===== config.mk =====
export PLATFORM = sky130hd
export DESIGN_NAME = layer_out_serializer_flat
export DESIGN_NICKNAME = d
export VERILOG_FILES = /design/src/rtl/layer_out_serializer_if.sv /design/src/rtl/layer_out_serializer.sv /design/src/flat_wrapper.sv
export SDC_FILE = /design/constraint.sdc
export NUM_CORES = 1
export LEC_CHECK = 0
export ABC_AREA = 1
export BUFFER_PORTS_ARGS = -buffer_cell sky130_fd_sc_hd__buf_2
export CORE_ASPECT_RATIO = 0.5
export CORE_MARGIN = 4
export CORE_UTILIZATION = 52
export CTS_CLUSTER_DIAMETER = 40
export DETAILED_ROUTE_END_ITERATION = 10
export GPL_ROUTABILITY_DRIVEN = 0
export GPL_TIMING_DRIVEN = 0
export PLACE_DENSITY_LB_ADDON = 0.05
export SYNTH_ARGS = -nofsm -noshare
export SYNTH_HDL_FRONTEND = slang
export SYNTH_SLANG_ARGS = --single-unit

===== constraint.sdc =====
create_clock -name clk -period 4.93 [get_ports clk]
set_input_delay 0.2465 -clock clk [delete_from_list [all_inputs] [get_ports clk]]
set_output_delay 0.2465 -clock clk [all_outputs]
set_load 0.02 [all_outputs]

===== src/rtl/layer_out_serializer_if.sv =====
// Bus bundle for layer_out_serializer: parallel neuron outputs in, serial
// myinput/myinputValid stream plus status flags out.
interface layer_out_serializer_if #(
  parameter int NUM_NEURONS = 10,
  parameter int DATA_WIDTH  = 16
);
  logic [NUM_NEURONS*DATA_WIDTH-1:0] in_data;
  logic [NUM_NEURONS-1:0]            in_valid;
  logic [DATA_WIDTH-1:0]             out_data;
  logic                              out_valid;
  logic                              busy;
  logic                              overrun;

  modport master (
    output in_data, in_valid,
    input  out_data, out_valid, busy, overrun
  );

  modport slave (
    input  in_data, in_valid,
    output out_data, out_valid, busy, overrun
  );
endinterface


===== src/rtl/layer_out_serializer.sv =====
// Gathers one layer's parallel neuron outputs (tolerating skewed valids) and
// replays them as a contiguous serial burst, with an enforced idle gap between bursts.
module layer_out_serializer #(
  parameter int NUM_NEURONS = 10,
  parameter int DATA_WIDTH  = 16,
  parameter int MIN_GAP     = 8
) (
  input logic                    clk,
  input logic                    rst,
  layer_out_serializer_if.slave  bus
);
  localparam int IDX_W = $clog2(NUM_NEURONS);
  localparam int GAP_W = $clog2(MIN_GAP) + 1;
  localparam logic [IDX_W-1:0] IDX_LAST = IDX_W'(NUM_NEURONS - 1);
  localparam logic [GAP_W-1:0] GAP_LAST = GAP_W'(MIN_GAP - 1);

  typedef enum logic [1:0] {
    ST_IDLE   = 2'd0,
    ST_STREAM = 2'd1,
    ST_GAP    = 2'd2
  } state_e;

  state_e                 state_q, state_d;
  logic [DATA_WIDTH-1:0]  cap_data_q [NUM_NEURONS];
  logic [DATA_WIDTH-1:0]  cap_data_d [NUM_NEURONS];
  logic [NUM_NEURONS-1:0] cap_mask_q, cap_mask_d;
  logic [DATA_WIDTH-1:0]  out_buf_q  [NUM_NEURONS];
  logic [DATA_WIDTH-1:0]  out_buf_d  [NUM_NEURONS];
  logic [IDX_W-1:0]       idx_q, idx_d, idx_nxt_s;
  logic [GAP_W-1:0]       gap_cnt_q, gap_cnt_d;
  logic [DATA_WIDTH-1:0]  out_data_q, out_data_d;
  logic                   out_valid_q, out_valid_d;
  logic                   busy_q, busy_d;
  logic                   overrun_q, overrun_d;
  logic                   pending_s, idx_last_s, gap_last_s, transfer_s;
  logic [NUM_NEURONS-1:0] mask_base_s, collide_s;

  assign pending_s  = &cap_mask_q;
  assign idx_last_s = (idx_q == IDX_LAST);
  assign gap_last_s = (gap_cnt_q == GAP_LAST);
  assign idx_nxt_s  = idx_q + IDX_W'(1);
  // The last gap cycle hands over directly so the wire sees exactly MIN_GAP idle cycles.
  assign transfer_s = pending_s & ((state_q == ST_IDLE) | ((state_q == ST_GAP) & gap_last_s));
  // A word arriving on the transfer cycle lands in the freshly cleared mask.
  assign mask_base_s = transfer_s ? {NUM_NEURONS{1'b0}} : cap_mask_q;

  // Capture stage: accept first word per slot, flag repeats as overrun
  always_comb begin
    cap_mask_d = mask_base_s;
    collide_s  = {NUM_NEURONS{1'b0}};
    for (int i = 0; i < NUM_NEURONS; i++) begin
      cap_data_d[i] = cap_data_q[i];
      out_buf_d[i]  = transfer_s ? cap_data_q[i] : out_buf_q[i];
      if (bus.in_valid[i] && !mask_base_s[i]) begin
        cap_data_d[i] = bus.in_data[i*DATA_WIDTH +: DATA_WIDTH];
        cap_mask_d[i] = 1'b1;
      end else if (bus.in_valid[i]) begin
        collide_s[i] = 1'b1;
      end else begin
        collide_s[i] = 1'b0;
      end
    end
    overrun_d = overrun_q | (|collide_s);
  end

  // FSM next-state logic
  always_comb begin
    state_d = state_q;
    case (state_q)
      ST_IDLE: begin
        if (pending_s) state_d = ST_STREAM;
        else           state_d = ST_IDLE;
      end
      ST_STREAM: begin
        if (idx_last_s) state_d = ST_GAP;
        else            state_d = ST_STREAM;
      end
      ST_GAP: begin
        if (!gap_last_s)    state_d = ST_GAP;
        else if (pending_s) state_d = ST_STREAM;
        else                state_d = ST_IDLE;
      end
      default: state_d = ST_IDLE;
    endcase
  end

  // FSM output logic: counters and next values of the registered outputs
  always_comb begin
    idx_d       = idx_q;
    gap_cnt_d   = gap_cnt_q;
    out_valid_d = 1'b0;
    out_data_d  = {DATA_WIDTH{1'b0}};
    busy_d      = 1'b0;
    case (state_q)
      ST_IDLE: begin
        if (transfer_s) begin
          idx_d       = {IDX_W{1'b0}};
          out_valid_d = 1'b1;
          out_data_d  = cap_data_q[0];
          busy_d      = 1'b1;
        end else begin
          busy_d = 1'b0;
        end
      end
      ST_STREAM: begin
        busy_d = 1'b1;
        if (idx_last_s) begin
          gap_cnt_d = {GAP_W{1'b0}};
        end else begin
          idx_d       = idx_nxt_s;
          out_valid_d = 1'b1;
          out_data_d  = out_buf_q[idx_nxt_s];
        end
      end
      ST_GAP: begin
        if (!gap_last_s) begin
          gap_cnt_d = gap_cnt_q + GAP_W'(1);
          busy_d    = 1'b1;
        end else if (transfer_s) begin
          idx_d       = {IDX_W{1'b0}};
          out_valid_d = 1'b1;
          out_data_d  = cap_data_q[0];
          busy_d      = 1'b1;
        end else begin
          busy_d = 1'b0;
        end
      end
      default: begin
        idx_d     = {IDX_W{1'b0}};
        gap_cnt_d = {GAP_W{1'b0}};
      end
    endcase
  end

  // FSM state register
  always_ff @(posedge clk) begin
    if (rst) state_q <= ST_IDLE;
    else     state_q <= state_d;
  end

  // Datapath and output registers
  always_ff @(posedge clk) begin
    if (rst) begin
      cap_mask_q  <= {NUM_NEURONS{1'b0}};
      idx_q       <= {IDX_W{1'b0}};
      gap_cnt_q   <= {GAP_W{1'b0}};
      out_data_q  <= {DATA_WIDTH{1'b0}};
      out_valid_q <= 1'b0;
      busy_q      <= 1'b0;
      overrun_q   <= 1'b0;
      for (int i = 0; i < NUM_NEURONS; i++) begin
        cap_data_q[i] <= {DATA_WIDTH{1'b0}};
        out_buf_q[i]  <= {DATA_WIDTH{1'b0}};
      end
    end else begin
      cap_mask_q  <= cap_mask_d;
      idx_q       <= idx_d;
      gap_cnt_q   <= gap_cnt_d;
      out_data_q  <= out_data_d;
      out_valid_q <= out_valid_d;
      busy_q      <= busy_d;
      overrun_q   <= overrun_d;
      for (int i = 0; i < NUM_NEURONS; i++) begin
        cap_data_q[i] <= cap_data_d[i];
        out_buf_q[i]  <= out_buf_d[i];
      end
    end
  end

  assign bus.out_data  = out_data_q;
  assign bus.out_valid = out_valid_q;
  assign bus.busy      = busy_q;
  assign bus.overrun   = overrun_q;
endmodule

===== src/flat_wrapper.sv =====
// flat-port wrapper written by rule: the top's interface ports become plain ports
module layer_out_serializer_flat 
#(
  parameter int NUM_NEURONS = 10,
  parameter int DATA_WIDTH  = 16,
  parameter int MIN_GAP     = 8
)
  (clk, rst, bus_in_data, bus_in_valid, bus_out_data, bus_out_valid, bus_busy, bus_overrun);
  layer_out_serializer_if #(.NUM_NEURONS(NUM_NEURONS), .DATA_WIDTH(DATA_WIDTH)) bus_i ();
  input logic clk;
  input logic rst;
  input wire logic [$bits(bus_i.in_data)-1:0] bus_in_data;
  input wire logic [$bits(bus_i.in_valid)-1:0] bus_in_valid;
  output wire logic [$bits(bus_i.out_data)-1:0] bus_out_data;
  output wire logic [$bits(bus_i.out_valid)-1:0] bus_out_valid;
  output wire logic [$bits(bus_i.busy)-1:0] bus_busy;
  output wire logic [$bits(bus_i.overrun)-1:0] bus_overrun;
  assign bus_i.in_data = bus_in_data;
  assign bus_i.in_valid = bus_in_valid;
  assign bus_out_data = bus_i.out_data;
  assign bus_out_valid = bus_i.out_valid;
  assign bus_busy = bus_i.busy;
  assign bus_overrun = bus_i.overrun;
  layer_out_serializer #(.NUM_NEURONS(NUM_NEURONS), .DATA_WIDTH(DATA_WIDTH), .MIN_GAP(MIN_GAP)) u_core (.clk(clk), .rst(rst), .bus(bus_i));
endmodule

==> results.json, run 1 <==
{
  "maxSlewHeadroom": 0.348,
  "drc_errors": 0,
  "status": "finished, final reports clean",
  "fin_cells": 2194,
  "postSynthAreaPerCell_um2": 9.01,
  "cap_violations": 0,
  "grt_pass1_vias": 11500,
  "rr_startpoint": "u_core.idx_q[1]$_SDFFE_PP0P_",
  "dp_cells": 2117,
  "path_buf_inv": 4,
  "cp.arrival_ps": 3130,
  "power_density_mw_per_mm2": 378,
  "final_cell_area_mm2": 0.0169,
  "n_fill_cell": 2294,
  "fp.coreArea_mm2": 0.0266,
  "path_cells": "inv_1, ha_1, clkbuf_1, inv_1, clkbuf_1, nand3_1, nand3_1, nand3_1, nand3_1, a21oi_1",
  "io_pins": 191,
  "synth.area.top_cells": "edfxtp_1 34%, dfxtp_1 28%, a21oi_1 6.9%",
  "ys_seq_area_frac": 0.619,
  "syn_area_mm2": 0.0142,
  "slew_viol_final": 0,
  "drive_above_1_share": 0.160,
  "ir_drop_v": 0.000227,
  "synth_ff_type": "dfxtp_1",
  "viasPerCell": 5.28,
  "die_h_um": 125,
  "path_class": "register to register",
  "h-tree-depth": 2,
  "clock_latency_ps": 520,
  "leakagePower_nw": 6.82,
  "cpMostUsedCell": "nand3_1",
  "ys_ff_latch": 359,
  "syn_inst": 1576,
  "track_usage": 0.253,
  "fmax_mhz": 367,
  "min_from": "bus_in_valid[3]",
  "hold_viol_final": 0,
  "antennaDiodeCount": 0,
  "syn-num-nets": 1751,
  "postCtsResizedCells": 0,
  "crit_family": "buffers and inverters",
  "clockBufferDepth": 3,
  "cts_sinks": 359,
  "critPathLaunchType": "register",
  "dp_hpwl_um": 29500,
  "rows": 42,
  "fin_skew_ps": 18.1,
  "ant_nets": 0,
  "grt_start_max_net_pins": 97,
  "via_count": 11600,
  "rsz0062_at_grt": "false",
  "hold_end": "u_core.cap_mask_q[3]$_SDFF_PP0_",
  "io_buffers": 188,
  "crit_fanout": 10,
  "cpMaxStageDelayCell": "dfxtp_1",
  "grt.busiest_layer": "met2",
  "fin_setup_tns_ps": 0,
  "netlist.area_leader.share": 0.338,
  "endpoint_kind": "register",
  "chipWidth_um": 242,
  "root_buffer": "clkbuf_16",
  "dr.first_iter.drc_count": 1014,
  "tightest_slew_ps": 971,
  "required_ps": 5340,
  "area_growth_pct": 18.9,
  "use_met3": 0.0690,
  "reg2reg_depth": 10,
  "synth_top_cell_by_area": "edfxtp_1",
  "nets": 1991,
  "antenna_found_initial": 0,
  "period_share": 0.552,
  "synthArstFlopShare": 0,
  "numCtsBuffers": 35,
  "grt_use_met1": 0.339,
  "cts_setup_buffers": 0,
  "period_minus_slack_ps": 2720,
  "overflow": 0,
  "grt_pass1_wl_um": 59900,
  "slowest_delay_ps": 400,
  "routedWlPerCell_um": 17.9,
  "min_delay_path_depth": 3,
  "hold_class": "input port to register",
  "dr.pass1.iters": 5,
  "use_met2": 0.410,
  "r2r_slack_ps": 2210,
  "synth_edf_count": 160,
  "cts_tree": "yes",
  "finalWirelength_um": 39200,
  "ys_warn_count": 0,
  "clk_pin_slew_worst_paths_ps": 60,
  "holdWs_ps": 3.89,
  "finalSetupViolCount": 0,
  "floorplan.initialDensity": 0.533,
  "die_area_mm2": 0.0302,
  "synth_cell_type_count": 28,
  "dpl_cell_area_mm2": 0.0156,
  "cts_hold_buffers": 14,
  "r2r_end": "u_core.bus.out_data[7]$_SDFF_PP0_"
}
-- per-stage QoR --
stage	util	total power, mW	setup slack, ps
CTS	0.634	6.40	2350
finish	0.634	6.38	2210
floorplan	-	3.60	1410
global route	0.634	6.60	2090
detailed placement	0.586	3.79	2050
global placement	0.585	3.77	198
-- worst min-delay path, cell delays in order --
cell and delay, ps:
buf_2 120, inv_1 50, a21oi_1 50
-- where the power goes --
part | internal, mW | switching (mW)
clock network | 1.51 | 1.13
registers | 3.26 | 0.0513
logic | 0.154 | 0.274
-- layer usage --
layer,vias to the layer above,wire [µm]
li1,5690,-
met1,5444,17100
met2,387,17800
met3,69,3260
met4,2,885
met5,-,35
-- cells in the mapped netlist, types with 8 or more instances --
| cell | n |
|---|---|
| buf_2 | 20 |
| o21ai_0 | 171 |
| nand2_2 | 9 |
| nor2_1 | 217 |
| dfxtp_1 | 199 |
| nand2_1 | 183 |
| buf_6 | 8 |
| clkbuf_1 | 55 |
| inv_1 | 169 |
| nand3_1 | 145 |
| a21oi_1 | 197 |
| buf_1 | 10 |
| edfxtp_1 | 160 |
-- how the worst max path moves through the flow --
stage               depth (start not counted)                              from                                   end
CTS                                         8  u_core.gap_cnt_q[0]$_SDFFE_PP0P_  u_core.out_buf_q[3][5]$_SDFFCE_PN0P_
detailed placement                          6                               rst  u_core.out_buf_q[3][6]$_SDFFCE_PN0P_
floorplan                                   7  u_core.gap_cnt_q[0]$_SDFFE_PP0P_  u_core.out_buf_q[0][0]$_SDFFCE_PN0P_
global route                               10      u_core.idx_q[1]$_SDFFE_PP0P_     u_core.bus.out_data[7]$_SDFF_PP0_
finish                                     10      u_core.idx_q[1]$_SDFFE_PP0P_     u_core.bus.out_data[7]$_SDFF_PP0_
global placement                            5                               rst  u_core.out_buf_q[3][7]$_SDFFCE_PN0P_
-- cells in the final DEF, fill, tap and decap left out, types with 2 or more instances in the layout --
master,instances
a21oi_1,197
buf_1,10
buf_2,208
buf_4,2
buf_6,8
bufinv_16,2
clkbuf_1,62
clkbuf_16,37
clkbuf_2,7
clkbuf_8,2
clkinv_1,6
clkinv_2,5
clkinv_4,2
clkinvlp_4,2
dfxtp_1,199
dlygate4sd3_1,14
edfxtp_1,160
ha_1,3
inv_1,169
inv_2,3
nand2_1,182
nand2_2,9
nand3_1,145
nand4_1,3
nor2_1,217
o21ai_0,171
o21ai_1,6
-- state kept, by name (all words and copies together), names as in the netlist --
name and cells:
u_core.state_q 2, u_core.gap_cnt_q 4, u_core.cap_mask_q 10, u_core.cap_data_q 160
u_core.bus.overrun 1, u_core.idx_q 4, u_core.bus.out_data 16, u_core.bus.out_valid 1
u_core.bus.busy 1, u_core.out_buf_q 160
-- cell type report --
class	count	area, µm²	area share
plain buffers	102	484	0.0287
clock buffers	46	980	0.0580
clock inverters	17	143	0.00845
inverters	173	649	0.0385
multi-input cells	942	4290	0.254
flip-flops and latches	359	8790	0.521
well taps	352	440	0.0261
repair buffers	203	1110	0.0657
-- logic make-up (layout without fill, tap and decap cells) --
logic type	after synthesis	in the layout	share of synthesized area
XOR/XNOR	2	2	0.00123
adder cells (fa/ha/maj)	3	3	0.00264
AO/OA/AOI/OAI	377	377	0.134
buffers and inverters	275	541	0.0799
AND/OR/NAND/NOR	560	560	0.163
flip-flops	359	359	0.619
Power figures use the tool's default switching activity.
==> inputs of run 2 (changes only) <==
==> constraint.sdc (replaced) <==
create_clock -name clk -period 2.2 [get_ports clk]
set_input_delay 0.11 -clock clk [delete_from_list [all_inputs] [get_ports clk]]
set_output_delay 0.11 -clock clk [all_outputs]
set_load 0.02 [all_outputs]
==> run 2 against run 1 <==
Net effect: register-to-register slack got worse by 2200 ps; maximum frequency rose by 26%; largest cell class unchanged; critical path type unchanged; non-clock buffer count rose by 153; largest power group unchanged; clock power rose by 120%; via count rose by 8.4%; worst hold slack improved by 83 ps; final cell count rose by 7.1%; sequential cell count did not move; sequential share of layout area fell by 4.7 points; first-iteration DRC count rose by 27%; critical path depth fell by 2.
==> results.json, run 2 (same netlist as run 1, synthesis figures left out) <==
{
  "status": "finished, final reports clean",
  "rows": 42,
  "drive_above_1_share": 0.164,
  "ant_nets": 0,
  "n_fill_cell": 2067,
  "cp.arrival_ps": 2590,
  "dp_cells": 2116,
  "nets": 2147,
  "fin_cells": 2350,
  "cts_tree": "yes",
  "critPathLaunchType": "register",
  "slowest_delay_ps": 460,
  "power_density_mw_per_mm2": 783,
  "required_ps": 2620,
  "multi_input_area_mm2": 0.00442,
  "finalSetupViolCount": 0,
  "overflow": 0,
  "floorplan.initialDensity": 0.533,
  "path_buf_inv": 2,
  "fin_skew_ps": 14.7,
  "worst-path-stages": 8,
  "cpMaxStageDelayCell": "dfxtp_1",
  "track_usage": 0.273,
  "hold_class": "input port to register",
  "h-tree-depth": 2,
  "root_buffer": "clkbuf_16",
  "maxSlewHeadroom": 0.335,
  "dr.pass1.iters": 5,
  "antenna_found_initial": 1,
  "min_delay_path_depth": 3,
  "holdWs_ps": 87.2,
  "viasPerCell": 5.35,
  "crit_family": "simple AND/OR/NAND/NOR gates",
  "grt_pass1_vias": 12400,
  "io_buffers": 188,
  "clk_pin_slew_worst_paths_ps": 60,
  "via_count": 12600,
  "die_h_um": 125,
  "cap_violations": 0,
  "tightest_slew_ps": 998,
  "cpMostUsedCell": "nand3_1",
  "grt_pass1_wl_um": 65300,
  "clockBufferDepth": 3,
  "period_minus_slack_ps": 2160,
  "dp_hpwl_um": 29400,
  "grt.busiest_layer": "met2",
  "slew_viol_final": 0,
  "io_pins": 191,
  "ir_drop_v": 0.000483,
  "drc_errors": 0,
  "hold_viol_final": 0,
  "reg2reg_depth": 8,
  "seq_area_mm2": 0.00879,
  "period_share": 0.983,
  "mostFrequentLayoutCells": "217 x nor2_1, 209 x buf_2, 198 x dfxtp_1",
  "use_met3": 0.0647,
  "cts_sinks": 359,
  "grt_start_max_net_pins": 81,
  "clock_latency_ps": 530,
  "use_met2": 0.454,
  "die_area_mm2": 0.0302,
  "numCtsBuffers": 35,
  "routedWlPerCell_um": 18.0,
  "endpoint_kind": "register",
  "area_growth_pct": 30.8,
  "final_common_cell": "nor2_1",
  "leakagePower_nw": 7.56,
  "dr.first_iter.drc_count": 1292,
  "fmax_mhz": 462,
  "finalWirelength_um": 42400,
  "path_cells": "ha_1, xnor2_4, inv_2, buf_2, nand3_1, nand3_1, nand3_1, a21oi_1",
  "fp.coreArea_mm2": 0.0266,
  "chipWidth_um": 242,
  "p_total_mw": 14.5,
  "grt_use_met1": 0.357,
  "crit_fanout": 10,
  "path_class": "register to register"
}
[run 2: what timing repair did]
| action | CTS | global route |
|---|---|---|
| endpoints found under the setup margin | 186 | 194 |
| buffers inserted | 0 | 0 |
| gates cloned | 1 | 2 |
| endpoints found under the hold margin | 169 | 0 |
| hold buffers | 169 | 0 |
| resized for setup | 14 | 38 |
| pin swaps | 2 | 0 |
[run 2: area by class of cell]
type,instances,share of cell area
inverter,173,0.0350
clock inverter,16,0.00586
timing repair buffer,357,0.142
sequential,359,0.473
clock buffer,46,0.0545
tap,352,0.0237
multi-input combinational,945,0.238
antenna,1,0.000135
buffer,101,0.0276
[run 2: final timing paths]
path	from	end	slack [ps]
setup reg to reg	u_core.idx_q[0]$_SDFFE_PP0P_	u_core.bus.out_data[10]$_SDFF_PP0_	40
hold / removal	bus_in_valid[0]	u_core.cap_data_q[0][15]$_SDFFE_PP0P_	90
setup / recovery	u_core.idx_q[0]$_SDFFE_PP0P_	u_core.bus.out_data[10]$_SDFF_PP0_	40
hold reg to reg	u_core.cap_data_q[0][119]$_SDFFE_PP0P_	u_core.cap_data_q[0][119]$_SDFFE_PP0P_	460
[run 2: power by group]
| part | switching [mW] | internal [mW] |
|---|---|---|
| Combinational | 0.671 | 0.521 |
| Clock | 2.56 | 3.37 |
| Sequential | 0.118 | 7.29 |
| Total | 3.35 | 11.2 |
[run 2: per-layer routing]
metal | share of wire | vias to the layer above
met3 | 0.092 | 98
met4 | 0.030 | 0
met5 | 0 | -
li1 | - | 6006
met1 | 0.41 | 5940
met2 | 0.47 | 520
[run 2: worst min-delay path: stages]
cell and delay, ps:
clkbuf_1 220, nand3_1 150, a21oi_1 60
[run 2: metrics by stage]
| stage | cell area [µm²] | TNS, ps | utilization | setup WS, ps |
|---|---|---|---|---|
| after global placement | 15600 | -117280 | 0.585 | -717 |
| final | 18600 | 0 | 0.697 | 36.7 |
| after floorplan | 14200 | 0 | - | 3.06 |
| after global routing | 18600 | -13.4 | 0.697 | -13.4 |
| after CTS | 18500 | 0 | 0.693 | 20.2 |
| after detailed placement | 15600 | -124770 | 0.585 | -755 |
==> inputs of run 3 (changes only) <==
--- a/config.mk
+++ b/config.mk
@@ -10,6 +10,7 @@
 export CORE_ASPECT_RATIO = 0.5
 export CORE_MARGIN = 4
 export CORE_UTILIZATION = 52
+export CTS_BUF_LIST = sky130_fd_sc_hd__clkbuf_16
 export CTS_CLUSTER_DIAMETER = 40
 export DETAILED_ROUTE_END_ITERATION = 10
 export GPL_ROUTABILITY_DRIVEN = 0
==> run 3 against run 2 <==
Net effect: clock power fell by 2%; combinational power barely moved; maximum frequency fell by 0.18%; register-to-register slack barely moved; sequential share of layout area rose by 0.12 points.
==> results.json, run 3 (same netlist as run 1, synthesis figures left out) <==
{
  "dp_hpwl_um": 29400,
  "ir_drop_v": 0.000484,
  "r2r_slack_ps": 30,
  "min_delay_path_depth": 3,
  "min_from": "bus_in_valid[0]",
  "reg2reg_depth": 9,
  "finalWirelength_um": 42400,
  "tightest_slew_ps": 961,
  "grt_start_max_net_pins": 81,
  "floorplan.initialDensity": 0.533,
  "hold_viol_final": 0,
  "dr.pass1.iters": 6,
  "period_minus_slack_ps": 2170,
  "dp_cells": 2116,
  "n_fill_cell": 2076,
  "fin_setup_tns_ps": 0,
  "finalSetupViolCount": 0,
  "cpMostUsedCell": "nand3_1",
  "fin_skew_ps": 16.7,
  "crit_family": "simple AND/OR/NAND/NOR gates",
  "final.setup.worst_slack_ps": 32.8,
  "drc_errors": 0,
  "root_buffer": "clkbuf_16",
  "via_count": 12500,
  "final_cell_area_mm2": 0.0185,
  "rows": 42,
  "grt_pass1_vias": 12500,
  "slowest_delay_ps": 400,
  "cts_tree": "yes",
  "die_h_um": 125,
  "status": "finished, final reports clean",
  "clk_pin_slew_worst_paths_ps": 60,
  "io_pins": 191,
  "drive_above_1_share": 0.161,
  "maxSlewHeadroom": 0.360,
  "mostFrequentLayoutCells": "217 x nor2_1, 209 x buf_2, 198 x dfxtp_1",
  "antenna_found_initial": 1,
  "viasPerCell": 5.31,
  "overflow": 0,
  "path_buf_inv": 3,
  "crit_fanout": 10,
  "chipWidth_um": 242,
  "fp.coreArea_mm2": 0.0266,
  "cpMaxStageDelayCell": "dfxtp_1",
  "ant_nets": 0,
  "dpl_cell_area_mm2": 0.0156,
  "cts_sinks": 359,
  "die_area_mm2": 0.0302,
  "clockBufferDepth": 3,
  "area_growth_pct": 30.5,
  "slew_viol_final": 0,
  "path_class": "register to register",
  "nets": 2147,
  "path_cells": "inv_1, ha_4, inv_1, clkbuf_4, nand3_1, nand3_1, nand3_1, nand3_1, a21oi_1",
  "required_ps": 2630,
  "hold_class": "input port to register",
  "io_buffers": 188,
  "numCtsBuffers": 35,
  "power_density_mw_per_mm2": 778,
  "endpoint_kind": "register",
  "fmax_mhz": 461,
  "clock_latency_ps": 530,
  "cp.arrival_ps": 2600,
  "holdWs_ps": 105,
  "cap_violations": 0,
  "pre_cts_slack_ps": -755,
  "track_usage": 0.275,
  "routedWlPerCell_um": 18.1,
  "critPathLaunchType": "register",
  "hold_end": "u_core.cap_data_q[0][15]$_SDFFE_PP0P_",
  "final_common_cell": "nor2_1",
  "period_share": 0.985,
  "h-tree-depth": 2,
  "leakagePower_nw": 7.56,
  "rr_startpoint": "u_core.idx_q[1]$_SDFFE_PP0P_",
  "fin_cells": 2350,
  "grt_pass1_wl_um": 65500,
  "r2r_end": "u_core.bus.out_data[8]$_SDFF_PP0_",
  "dr.first_iter.drc_count": 1269,
  "cts_setup_buffers": 0
}
-- run 3: changes by cell type in the layout (fill, tap and decap cells not counted) --
| cell | delta |
|---|---|
| clkbuf_1 | -5 |
| clkbuf_8 | -3 |
| clkinv_1 | +3 |
| inv_1 | +5 |
| nand3_1 | +3 |
| nand3_2 | -3 |
-- run 3: cell type report --
class	instances	area [µm²]	area share
Timing Repair Buffer	357	2630	0.142
Clock buffer	38	951	0.0513
Multi-Input combinational cell	945	4400	0.238
Inverter	173	649	0.0351
Sequential cell	359	8790	0.475
Clock inverter	24	139	0.00750
Buffer	101	513	0.0277
Antenna cell	1	2.50	0.000135
Tap cell	352	440	0.0238
-- run 3: worst min-delay path, cell delays in order --
cell and delay [ps]:
clkbuf_1 230, nand3_1 160, a21oi_1 60
-- run 3: repair_timing --
item,4_1_cts,5_1_grt
endpoints found under the setup margin,186,154
resized for setup,14,35
hold buffers,169,0
cloned,2,1
pin swaps,2,0
endpoints found under the hold margin,169,0
-- run 3: worst max path at each step --
stage                                          start                                    end  slack, ps  cells after the start
finish                  u_core.idx_q[1]$_SDFFE_PP0P_      u_core.bus.out_data[8]$_SDFF_PP0_         30                      9
global route            u_core.idx_q[1]$_SDFFE_PP0P_      u_core.bus.out_data[9]$_SDFF_PP0_         -3                      9
CTS                 u_core.gap_cnt_q[1]$_SDFFE_PP0P_  u_core.out_buf_q[4][15]$_SDFFCE_PN0P_         20                      7
detailed placement                               rst   u_core.out_buf_q[3][6]$_SDFFCE_PN0P_       -760                      5
global placement                                 rst   u_core.out_buf_q[3][5]$_SDFFCE_PN0P_       -720                      5
floorplan           u_core.gap_cnt_q[0]$_SDFFE_PP0P_   u_core.out_buf_q[0][0]$_SDFFCE_PN0P_          3                      7
-- run 3: through the flow --
step,util,power [mW]
final,0.695,14.4
after detailed placement,0.585,8.48
after global placement,0.585,8.44
after global routing,0.695,14.9
after floorplan,-,8.07
after CTS,0.692,14.4
-- run 3: routing by layer --
layer,global-route usage,routed length (µm),vias up,part of all wire
li1,-,-,6000,-
met1,0.356,17600,5903,0.41
met2,0.457,19800,478,0.47
met3,0.0721,3790,105,0.089
met4,0.0835,1270,0,0.030
met5,0,0,-,0
-- run 3: report_power, final --
group / switching, mW / internal (mW)
registers: 0.118 / 7.29
clock network: 2.57 / 3.24
logic: 0.671 / 0.521
